<file path="src/rtl/dvi_tmds_encoder.sv">
// DVI 1.0 TMDS encoder: three channels, 8b/10b with running-disparity balancing.
// Define TMDS_OUT_REG_EN to add a third output register (latency 3 instead of 2).
module dvi_tmds_encoder #(
   parameter logic [1:0] CH1_CTRL = 2'b00,
   parameter logic [1:0] CH2_CTRL = 2'b00
) (
   input  logic       clk,
   input  logic       rst,
   input  logic [7:0] vga_r,
   input  logic [7:0] vga_g,
   input  logic [7:0] vga_b,
   input  logic       hsync,
   input  logic       vsync,
   input  logic       de,
   output logic [9:0] tmds_ch0,
   output logic [9:0] tmds_ch1,
   output logic [9:0] tmds_ch2
);

   localparam logic [9:0] CTRL_00 = 10'h354;
   localparam logic [9:0] CTRL_01 = 10'h0AB;
   localparam logic [9:0] CTRL_10 = 10'h154;
   localparam logic [9:0] CTRL_11 = 10'h2AB;

   function automatic logic [9:0] ctrl_code(input logic [1:0] c);
      logic [9:0] code;
      case (c)
         2'b00:   code = CTRL_00;
         2'b01:   code = CTRL_01;
         2'b10:   code = CTRL_10;
         default: code = CTRL_11;
      endcase
      return code;
   endfunction

   // Transition-minimising stage: XNOR chain when the byte is ones-heavy.
   function automatic logic [8:0] tmds_qm(input logic [7:0] d);
      logic [3:0] n1d;
      logic       use_xnor;
      logic [8:0] q;
      n1d      = 4'($countones(d));
      use_xnor = (n1d > 4'd4) || ((n1d == 4'd4) && !d[0]);
      q        = '0;
      q[0]     = d[0];
      for (int i = 1; i < 8; i++) begin
         q[i] = use_xnor ? ~(q[i-1] ^ d[i]) : (q[i-1] ^ d[i]);
      end
      q[8] = ~use_xnor;
      return q;
   endfunction

   logic [7:0] pix     [3];
   logic [1:0] ctrl_in [3];
   logic [9:0] sym_out [3];
   logic       de_q;

   assign pix[0]     = vga_b;
   assign pix[1]     = vga_g;
   assign pix[2]     = vga_r;
   assign ctrl_in[0] = {vsync, hsync};
   assign ctrl_in[1] = CH1_CTRL;
   assign ctrl_in[2] = CH2_CTRL;

   always_ff @(posedge clk) begin
      if (rst) de_q <= 1'b0;
      else     de_q <= de;
   end

   for (genvar ch = 0; ch < 3; ch++) begin : g_ch
      logic [8:0]        qm_d, qm_q;
      logic [1:0]        ctrl_q;
      logic [9:0]        sym_d, sym_q;
      logic signed [4:0] cnt_d, cnt_q;
      logic [3:0]        n1;
      logic signed [5:0] c6, d6, q2, cnt_n;

      assign qm_d = tmds_qm(pix[ch]);

      always_ff @(posedge clk) begin
         if (rst) begin
            qm_q   <= '0;
            ctrl_q <= 2'b00;
         end else begin
            qm_q   <= qm_d;
            ctrl_q <= ctrl_in[ch];
         end
      end

      // 6-bit intermediate keeps the update exact before narrowing to the 5-bit counter.
      always_comb begin
         n1    = 4'($countones(qm_q[7:0]));
         c6    = {cnt_q[4], cnt_q};
         d6    = $signed({1'b0, n1, 1'b0}) - 6'sd8;
         q2    = qm_q[8] ? 6'sd2 : 6'sd0;
         sym_d = ctrl_code(ctrl_q);
         cnt_n = '0;
         if (de_q) begin
            if ((cnt_q == 5'sd0) || (n1 == 4'd4)) begin
               sym_d = {~qm_q[8], qm_q[8], qm_q[8] ? qm_q[7:0] : ~qm_q[7:0]};
               cnt_n = qm_q[8] ? (c6 + d6) : (c6 - d6);
            end else if (((cnt_q > 5'sd0) && (n1 > 4'd4)) ||
                         ((cnt_q < 5'sd0) && (n1 < 4'd4))) begin
               sym_d = {1'b1, qm_q[8], ~qm_q[7:0]};
               cnt_n = c6 + q2 - d6;
            end else begin
               sym_d = {1'b0, qm_q[8], qm_q[7:0]};
               cnt_n = c6 - (6'sd2 - q2) + d6;
            end
         end
         cnt_d = cnt_n[4:0];
      end

      always_ff @(posedge clk) begin
         if (rst) begin
            sym_q <= CTRL_00;
            cnt_q <= 5'sd0;
         end else begin
            sym_q <= sym_d;
            cnt_q <= cnt_d;
         end
      end

`ifdef TMDS_OUT_REG_EN
      logic [9:0] out_q;
      always_ff @(posedge clk) begin
         if (rst) out_q <= CTRL_00;
         else     out_q <= sym_q;
      end
      assign sym_out[ch] = out_q;
`else
      assign sym_out[ch] = sym_q;
`endif
   end

   assign tmds_ch0 = sym_out[0];
   assign tmds_ch1 = sym_out[1];
   assign tmds_ch2 = sym_out[2];

endmodule
</file>
<file path="config.mk">
export PLATFORM = sky130hd
export DESIGN_NAME = dvi_tmds_encoder
export DESIGN_NICKNAME = d
export VERILOG_FILES = /design/src/rtl/dvi_tmds_encoder.sv
export SDC_FILE = /design/constraint.sdc
export NUM_CORES = 1
export LEC_CHECK = 0
export ABC_AREA = 1
export CORE_ASPECT_RATIO = 1.2
export CORE_MARGIN = 1.5
export CORE_UTILIZATION = 26
export DETAILED_ROUTE_END_ITERATION = 16
export DONT_BUFFER_PORTS = 1
export PLACE_DENSITY = 0.42
export SLEW_MARGIN = 20
export SYNTH_ARGS = -nofsm -noshare
export SYNTH_HDL_FRONTEND = slang
export SYNTH_SLANG_ARGS = --single-unit
</file>
<file path="constraint.sdc">
create_clock -name clk -period 11.9 [get_ports clk]
set_input_delay 3.57 -clock clk [delete_from_list [all_inputs] [get_ports clk]]
set_output_delay 3.57 -clock clk [all_outputs]
set_load 0.01 [all_outputs]
</file>
==> flow_metrics.tcl, run 1 <==
set metrics [dict create \
    hold_buffers 0 \
    core_mm2 0.0224 \
    drc_errors 0 \
    r2r_start "g_ch[1].qm_q[0]" \
    hp-start "g_ch[2].qm_q[6]" \
    cp.arrival_ns 6.75 \
    synth_edf_count 0 \
    vias 4635 \
    yosysMostFrequentCell "inv_1" \
    cp_top_family "adder cells" \
    cts_root_buf "clkbuf_16" \
    grt_overflow 0 \
    io_buffers 0 \
    skew_ns 0.00969 \
    routedWlPerCell_um 12.9 \
    worstSetupPathType "in -> reg" \
    netlist_instances 791 \
    startpoint "vga_r[0]" \
    cts.repair.resized 0 \
    crit_fanout 6 \
    path_buf_inv 2 \
    insertion_delay_ns 0.35 \
    die_y_um 168 \
    synth_common_cells "inv_1, nand2_1, dfxtp_1, nand3_1, ha_1" \
    finalSetupTns_ns 0 \
    reg2regPathDepth 19 \
    finalSetupViolations 0 \
    clock-sinks 72 \
    layout-drive-gt1-share_pct 5.40 \
    ios 59 \
    die_w_um 141 \
    gp_congestion 0.745 \
    grt_first_pass_wirelength_mm 23.3 \
    row_count 60 \
    slew-limit-headroom_pct 49.0 \
    cp_data_required_time_ns 12.15 \
    critPathSlowestCell "fa_1" \
    rsz0062_at_grt "no" \
    cts_buffer_depth 2 \
    period_minus_slack_ns 6.50 \
    worstHoldPathCells 1 \
    min_path_type "reg -> reg" \
    drt-initial-drc-count 219 \
    syn_nets 926 \
    path_common_cell "nand2_1" \
    synthesis.area_mm2 0.00592 \
    post-cts-setup-buffers 0 \
    antenna_found_initial 0 \
    cp-start-kind "input port" \
    critical_path.max_stage_delay_ns 0.55 \
    gr-usage-all-layers_pct 12.6 \
    yosysWarnings 0 \
    drv_cap 0 \
    cts_inserted_buffers 9 \
    antenna_cells 0 \
    cts_tree "built" \
    end_kind "flop" \
    ys_ff_latch 72 \
    synth.top_cells.by_area "dfxtp_1, ha_1, fa_1" \
    seq_area_frac_synth_pct 24.3 \
    avgSynthCellArea_um2 7.49 \
    grt_pass1_vias 4594 \
    fill_cells 2447 \
    dp_hpwl_mm 11.1 \
    synth_cell_types 41 \
    die_area_mm2 0.0237 \
    tightest_slew_ns 0.757 \
    routed_wl_mm 13.9 \
    ys_async_sr_fraction_pct 0 \
    vias_per_cell 4.31 \
    path_cells "inv_1 -> fa_1 -> fa_1 -> fa_1 -> inv_1 -> ha_1 -> fa_1 -> nand3b_1 -> nand2_1 -> nand2_1 -> nand2_1 -> nand3_1 -> nand2_1 -> nand2_1 -> nand2_1 -> nor2_1 -> nor2_1" \
    final_nets 927 \
    ctsHtreeMaxLevel 3 \
    outcome "finished clean" \
    max_freq_ghz 0.154 \
    start_util_pct 26.5 \
    finalHoldViolations 0 \
    grt_max_degree 27 \
    synth_ff_type "dfxtp_1" \
    synth_top_area_share_pct 24.3 \
    yosysTopAreaCell "dfxtp_1" \
    area_delta_synth_final_pct 10.1 \
    slew_viol_final 0 \
    min_period_over_period_pct 54.7 \
    clk_pin_slew_ns 0.06 \
    worst-path-stages 17 \
    ant_nets 0 \
    drt-pass1-iter-count 6 \
]
worst paths after layout:
path                            slack [ns]         endpoint
worst min register to register        0.47      tmds_ch2[6]
worst max register to register        7.41      tmds_ch1[7]
worst max-delay path                  5.40  g_ch[2].qm_q[7]
worst min-delay path                  0.47      tmds_ch2[6]
placed cells by master, fill, tap and decap left out, drive strengths merged:
cell type | netlist | layout
nand2 | 171 | 171
dfxtp | 72 | 72
xnor2 | 12 | 12
nand3b | 6 | 6
o211ai | 4 | 4
o21bai | 1 | 1
a21oi | 48 | 48
and2 | 2 | 2
inv | 170 | 170
or2 | 2 | 2
nor3 | 6 | 6
clkbuf | 4 | 12
a21o | 7 | 7
nor2 | 50 | 50
nand4 | 1 | 1
fa | 39 | 39
o21ai | 30 | 30
ha | 67 | 67
bufinv | 0 | 1
nand3 | 74 | 74
o31ai | 1 | 1
a31o | 2 | 2
clkinvlp | 0 | 1
xor2 | 12 | 12
clkinv | 0 | 2
a31oi | 4 | 4
cell families (layout without fill, tap and decap cells):
group	after synthesis	in the layout	share of synthesized area (%)
flip-flops	72	72	24.3
XOR/XNOR	24	24	3.55
AO/OA/AOI/OAI	97	97	9.59
buffers and inverters	180	186	12.0
adder cells (fa/ha/maj)	106	106	27.3
AND/OR/NAND/NOR	312	312	23.2
sequential cells by signal, indices dropped and copies added, names as in the netlist:
register,count
g_ch.qm_q,27
g_ch.cnt_q,12
tmds_ch0,10
tmds_ch1,10
tmds_ch2,10
g_ch.ctrl_q,2
de_q,1
metrics by stage:
stage	std cells	instance area (um2)	worst slack (ns)	util, %	hold slack (ns)
global route	1076	6520	5.09	29.1	0.492
floorplan	791	5920	5.24	-	0.433
detailed placement	1060	6200	5.02	27.7	0.458
CTS	1076	6520	5.38	29.1	0.471
global placement	1060	6200	5.05	27.7	0.463
finish	1076	6520	5.40	29.1	0.468
per-layer routing:
metal / track usage (%) / vias up / share of wire, %
li1: - / 2460 / -
met1: 15.4 / 2090 / 46
met2: 22.1 / 73 / 49
met3: 2.25 / 12 / 3.1
met4: 4.62 / 0 / 1.6
met5: 0 / - / 0
cell type report:
type                    count  area, um2  area share (%)
multi-input cells         539       3770            57.8
flip-flops and latches     72       1440            22.1
inverters                 170        641            9.83
well taps                 279        349            5.35
clock buffers              12        267            4.09
clock inverters             4       51.3           0.787
Power of run 1 is left out: the tool's default activity adds up to more than one toggle a clock period on the data nets, which glitch-free logic cannot reach.
==> inputs of run 2 (changes only) <==
ABC_AREA = 0   (was 1)
clock period = 6.2 ns   (was 11.9 ns; I/O delays follow)
==> run 2 against run 1 <==
Sequential share of layout area up 1.5 points. Flip-flop and latch count stayed put. Critical endpoint is now g_ch[0].qm_q[5]. First-iteration DRC count fell by 42%. Core utilization grew 0.052 points. Synthesized area fell by 6.7%. Worst hold slack better by 0.036 ns.
==> flow_metrics.tcl, run 2 <==
set metrics [dict create \
    cp-start-kind "input port" \
    largest_reg_flops 27 \
    synth.top_cells.by_area "dfxtp_1, ha_1, fa_1" \
    finalSetupTns_ns 0 \
    synth_cell_types 50 \
    post-cts-setup-buffers 0 \
    ant_nets 0 \
    grt_overflow 0 \
    met3_length_um 503 \
    area_delta_synth_final_pct 10.4 \
    final_cell_mix "inv_1, dfxtp_1, ha_1" \
    path_buf_inv 2 \
    grt_first_pass_wirelength_mm 19.5 \
    vias 3762 \
    critical_path.max_stage_delay_ns 0.56 \
    drt-initial-drc-count 128 \
    finalHoldViolations 0 \
    avgSynthCellArea_um2 9.40 \
    die_y_um 163 \
    skew_ns 0.00540 \
    start_util_pct 26.4 \
    synthAdderAreaFrac_pct 29.3 \
    ios 59 \
    gp_congestion 0.772 \
    dp_hpwl_mm 9.41 \
    syn_nets 723 \
    wl_met1_mm 5.18 \
    antenna_found_initial 0 \
    period_minus_slack_ns 4.85 \
    clock-sinks 72 \
    synth_top_family_by_area "adder cells" \
    synthXorXnorAreaFrac_pct 13.0 \
    muxShareOfSynthArea_pct 1.88 \
    instances_no_fill 860 \
    routed.top_layer "met4" \
    synth_common_cells "inv_1, dfxtp_1, ha_1, xnor2_1, a21oi_1" \
    synthSimpleGateAreaFrac_pct 8.88 \
    largest_register "g_ch.qm_q" \
    path_common_cell "fa_1" \
    drv_cap 0 \
    reg_top3 "g_ch.qm_q (27), g_ch.cnt_q (12)" \
    tightest_slew_ns 0.631 \
    ctsHtreeMaxLevel 3 \
    clk_pin_slew_ns 0.06 \
    routed_wl_mm 11.7 \
    die_w_um 136 \
    yosysMostFrequentCell "inv_1" \
    min_period_over_period_pct 78.2 \
    vias_per_cell 4.37 \
    finalSetupViolations 0 \
    synthesis.area_mm2 0.00553 \
    cts_buffer_depth 2 \
    yosysWarnings 0 \
    max_freq_ghz 0.206 \
    io_buffers 0 \
    final_common_cell "inv_1" \
    row_count 58 \
    wl_met2_mm 5.77 \
    netlist_instances 588 \
    cts_inserted_buffers 9 \
    rsz0062_at_grt "no" \
    layout-drive-gt1-share_pct 5.59 \
    final_cell_area_mm2 0.00610 \
    outcome "finished clean" \
    routedWlPerCell_um 13.6 \
    min_path_type "reg -> reg" \
    synth_edf_count 0 \
    ys_ff_latch 72 \
    seq_area_frac_synth_pct 26.1 \
    slew_viol_final 0 \
    insertion_delay_ns 0.34 \
    end_kind "flop" \
    place_area_mm2 0.00581 \
    cp_data_required_time_ns 6.44 \
    path_cells "inv_1 -> fa_1 -> fa_1 -> fa_1 -> inv_1 -> ha_1 -> fa_1 -> nor3b_1 -> o22ai_1 -> xor2_1 -> xor2_1 -> nor2_1" \
    drc_errors 0 \
    slew-limit-headroom_pct 57.9 \
    ys_async_sr_fraction_pct 0 \
    cts_tree "built" \
    die_area_mm2 0.0221 \
    grt_pass1_vias 3961 \
    synth_compound_area_share_pct 12.7 \
    cp.arrival_ns 5.09 \
    critPathSlowestCell "fa_1" \
    cts_root_buf "clkbuf_16" \
    gr-usage-all-layers_pct 11.3 \
    hold_buffers 0 \
    synth_ff_type "dfxtp_1" \
    drt-pass1-iter-count 4 \
    dp_cells 845 \
    grt_max_degree 37 \
    cp_top_family "adder cells" \
    final_nets 721 \
    worstSetupPathType "in -> reg" \
    cts.repair.resized 0 \
    synth_top_area_share_pct 26.1 \
    antenna_cells 0 \
    core_mm2 0.0209 \
    yosysTopAreaCell "dfxtp_1" \
    crit_fanout 3 \
]
==> run 2: cell types whose count changed after synthesis, sizes merged, moves of 10 or more <==
| cell | previous run | this run |
|---|---|---|
| xnor2 | 12 | 43 |
| nand3 | 74 | 8 |
| nand2 | 171 | 9 |
| nor2 | 50 | 33 |
| inv | 170 | 104 |
| xor2 | 12 | 31 |
| nor2b | 0 | 10 |
| or3 | 0 | 14 |
==> run 2: through the flow <==
stage | hold WS (ns) | worst slack (ns) | util, %
floorplan | 0.450 | 1.21 | -
global placement | 0.499 | 1.11 | 27.8
detailed placement | 0.496 | 0.977 | 27.8
CTS | 0.503 | 1.33 | 29.2
global route | 0.532 | 1.18 | 29.2
finish | 0.504 | 1.35 | 29.2
==> run 2: kinds of logic (layout without fill, tap and decap cells) <==
group                      count (synthesis)  after routing
muxes                                     10             10
adders and majority gates                106            106
AOI/OAI and AO/OA                        112            112
xor gates and xnor gates                  77             77
buffers and inverters                    118            120
and+or+nand+nor                           93             93
DFF                                       72             72
==> run 2: path summary, 6_finish.rpt <==
check / slack, ns / depth (start not counted) / endpoint / startpoint
setup / recovery: 1.35 / 12 / g_ch[0].qm_q[5] / vga_b[0]
hold / removal: 0.50 / 2 / tmds_ch2[7] / g_ch[2].qm_q[7]
setup reg to reg: 1.52 / 16 / g_ch[1].cnt_q[4] / g_ch[1].qm_q[0]
hold reg to reg: 0.50 / 2 / tmds_ch2[7] / g_ch[2].qm_q[7]
==> run 2: worst register-to-register path: cells and delay by family (launching register included) <==
kind            cells  cell delay (ns)
compound gates      4             0.56
xor+xnor            1             0.32
fa+ha+maj           7             2.82
buf+inv             3             0.20
flops               1             0.35
mux                 1             0.29
==> run 2: final cells by class <==
| type | instances | area (um2) |
|---|---|---|
| fillers | 2236 | 14800 |
| multi-input cells | 398 | 3630 |
| flip-flops and latches | 72 | 1440 |
| inverters | 104 | 390 |
| well taps | 270 | 338 |
| clock buffers | 10 | 239 |
| clock inverters | 5 | 56.3 |
| repair buffers | 1 | 7.51 |
==> run 2: layer usage <==
layer,track usage [%],vias up
li1,-,1888
met1,13.2,1803
met2,19.6,58
met3,3.11,13
met4,4.21,0
met5,0,-
Power of run 2 is left out for the same reason.
==> inputs of run 3 (changes only) <==
ABC_AREA = 1   (was 0)
clock period = 5 ns   (was 6.2 ns; I/O delays follow)
==> run 3 against run 2 <==
Clock skew increased by 0.0028 ns. Critical path type unchanged. Global-route usage increased by 1.3 points. Highest routed layer unchanged. Non-clock buffer count rose by 1. Worst hold slack worse by 0.035 ns. Largest cell class unchanged.
==> flow_metrics.tcl, run 3 (same netlist as run 1, synthesis figures left out) <==
set metrics [dict create \
    die_y_um 168 \
    instances_no_fill 1078 \
    antenna_cells 0 \
    cp-start-kind "input port" \
    worstHoldPathCells 1 \
    path_cells "inv_1 -> fa_1 -> fa_1 -> fa_1 -> inv_1 -> ha_1 -> fa_1 -> inv_1 -> nand2_1 -> nand2_1 -> nand2_1 -> nand2_1 -> nand2_1 -> nand3_1 -> nand2_1 -> nand2_1 -> nand2_1 -> nor2_1 -> nor2_1" \
    row_count 60 \
    ant_nets 0 \
    slew-limit-headroom_pct 52.7 \
    cp.arrival_ns 4.68 \
    routedWlPerCell_um 12.7 \
    worst-path-stages 19 \
    core_mm2 0.0224 \
    r2r_slack_ns 0.62 \
    layout-drive-gt1-share_pct 5.63 \
    ctsHtreeMaxLevel 3 \
    hp-start "g_ch[2].qm_q[6]" \
    drt-pass1-iter-count 5 \
    skew_ns 0.00819 \
    cts_tree "built" \
    finalSetupTns_ns 0 \
    worstSetupPathType "in -> reg" \
    critPathSlowestCell "fa_1" \
    grt_max_degree 27 \
    place_ws_ns 0.212 \
    die_w_um 141 \
    tightest_slew_ns 0.702 \
    routed.top_layer "met4" \
    end_kind "flop" \
    hold_buffers 0 \
    drv_cap 0 \
    cp_top_family "adder cells" \
    dp_cells 1062 \
    area_delta_synth_final_pct 10.7 \
    rsz0062_at_grt "no" \
    reg2regPathDepth 18 \
    io_buffers 0 \
    routed_wl_mm 13.7 \
    cp_data_required_time_ns 5.25 \
    vias 4622 \
    largest_register "g_ch.qm_q" \
    finalSetupViolations 0 \
    post-cts-setup-buffers 0 \
    drt-initial-drc-count 178 \
    final_cell_mix "inv_1, nand2_1, nand3_1, dfxtp_1, ha_1" \
    cts.repair.resized 0 \
    path_common_cell "nand2_1" \
    final_common_cell "inv_1" \
    start_util_pct 26.5 \
    r2r_end "tmds_ch2[3]" \
    gr-usage-all-layers_pct 12.6 \
    period_minus_slack_ns 4.44 \
    clk_pin_slew_ns 0.06 \
    antenna_found_initial 0 \
    final_nets 929 \
    r2r_start "g_ch[2].qm_q[0]" \
    wl_met1_mm 6.19 \
    finalHoldViolations 0 \
    cts_inserted_buffers 9 \
    max_freq_ghz 0.225 \
    worst_slack_ns 0.563 \
    die_area_mm2 0.0237 \
    slew_viol_final 0 \
    hold_end "tmds_ch2[6]" \
    gp_congestion 0.747 \
    cts_root_buf "clkbuf_16" \
    path_buf_inv 3 \
    cts_buffer_depth 2 \
    outcome "finished clean" \
    wl_met2_mm 6.87 \
    met3_length_um 409 \
    insertion_delay_ns 0.35 \
    critical_path.max_stage_delay_ns 0.55 \
    drc_errors 0 \
    fill_cells 2467 \
    grt_first_pass_wirelength_mm 23.6 \
    grt_overflow 0 \
    fin_util_pct 29.3 \
    largest_reg_flops 27 \
    min_path_type "reg -> reg" \
    vias_per_cell 4.29 \
    grt_pass1_vias 4727 \
    dp_hpwl_mm 11.1 \
    ios 59 \
    min_period_over_period_pct 88.7 \
    crit_fanout 6 \
    clock-sinks 72 \
    reg_top3 "g_ch.qm_q (27), g_ch.cnt_q (12)" \
]
==> run 3: changes by cell type in the layout (fill, tap and decap cells not counted), moves of 7 or more <==
cell / before / now
inv_1: 104 / 165
or3_1: 13 / 0
xnor2_1: 43 / 12
xor2_1: 31 / 12
nand3_1: 8 / 72
mux2i_1: 7 / 0
nand2_1: 9 / 163
nor2_1: 32 / 46
o21ai_0: 34 / 22
nor2b_1: 10 / 0
==> run 3: cell type report <==
| type | count | area, um2 | area share [%] |
|---|---|---|---|
| clock buffer | 9 | 225 | 3.43 |
| clock inverter | 7 | 119 | 1.81 |
| inverter | 170 | 641 | 9.76 |
| multi-input combinational | 539 | 3770 | 57.5 |
| sequential | 72 | 1440 | 22.0 |
| tap | 279 | 349 | 5.32 |
| timing repair buffer | 2 | 15.0 | 0.229 |
==> run 3: worst reg2reg max path, cell delays in order, from the launching register on <==
cell and delay [ns]:
dfxtp_1 0.36, fa_1 0.54, inv_1 0.05, fa_1 0.44, fa_1 0.48, inv_1 0.04
ha_1 0.21, fa_1 0.38, xor2_1 0.47, ha_1 0.28, nand2_2 0.09, inv_1 0.07
nor2_2 0.05, nand3_1 0.09, nand2_2 0.12, o21ai_4 0.40, nand2_1 0.09, nand2_1 0.07
nor2_1 0.04
==> run 3: worst max-delay path by stage <==
stage	slack [ns]	startpoint	endpoint
after floorplan	0.41	vga_b[0]	g_ch[0].qm_q[7]
after global placement	0.22	vga_r[0]	g_ch[2].qm_q[7]
after detailed placement	0.21	vga_r[0]	g_ch[2].qm_q[7]
after CTS	0.56	g_ch[2].qm_q[0]	tmds_ch2[3]
after global routing	0.22	vga_g[0]	g_ch[1].qm_q[6]
final	0.56	vga_r[0]	g_ch[2].qm_q[7]
==> run 3: routing by layer <==
| metal | global-route usage (%) | up-vias |
|---|---|---|
| li1 | - | 2455 |
| met1 | 15.2 | 2093 |
| met5 | 0 | - |
| met2 | 22.3 | 59 |
| met3 | 2.25 | 15 |
| met4 | 4.71 | 0 |
==> run 3: metrics by stage <==
stage                     hold slack (ns)  cell area [um2]
after floorplan                     0.433             5920
after global placement              0.463             6220
after detailed placement            0.459             6220
after CTS                           0.473             6560
after global routing                0.516             6560
final                               0.469             6560
Power of run 3 is left out for the same reason.
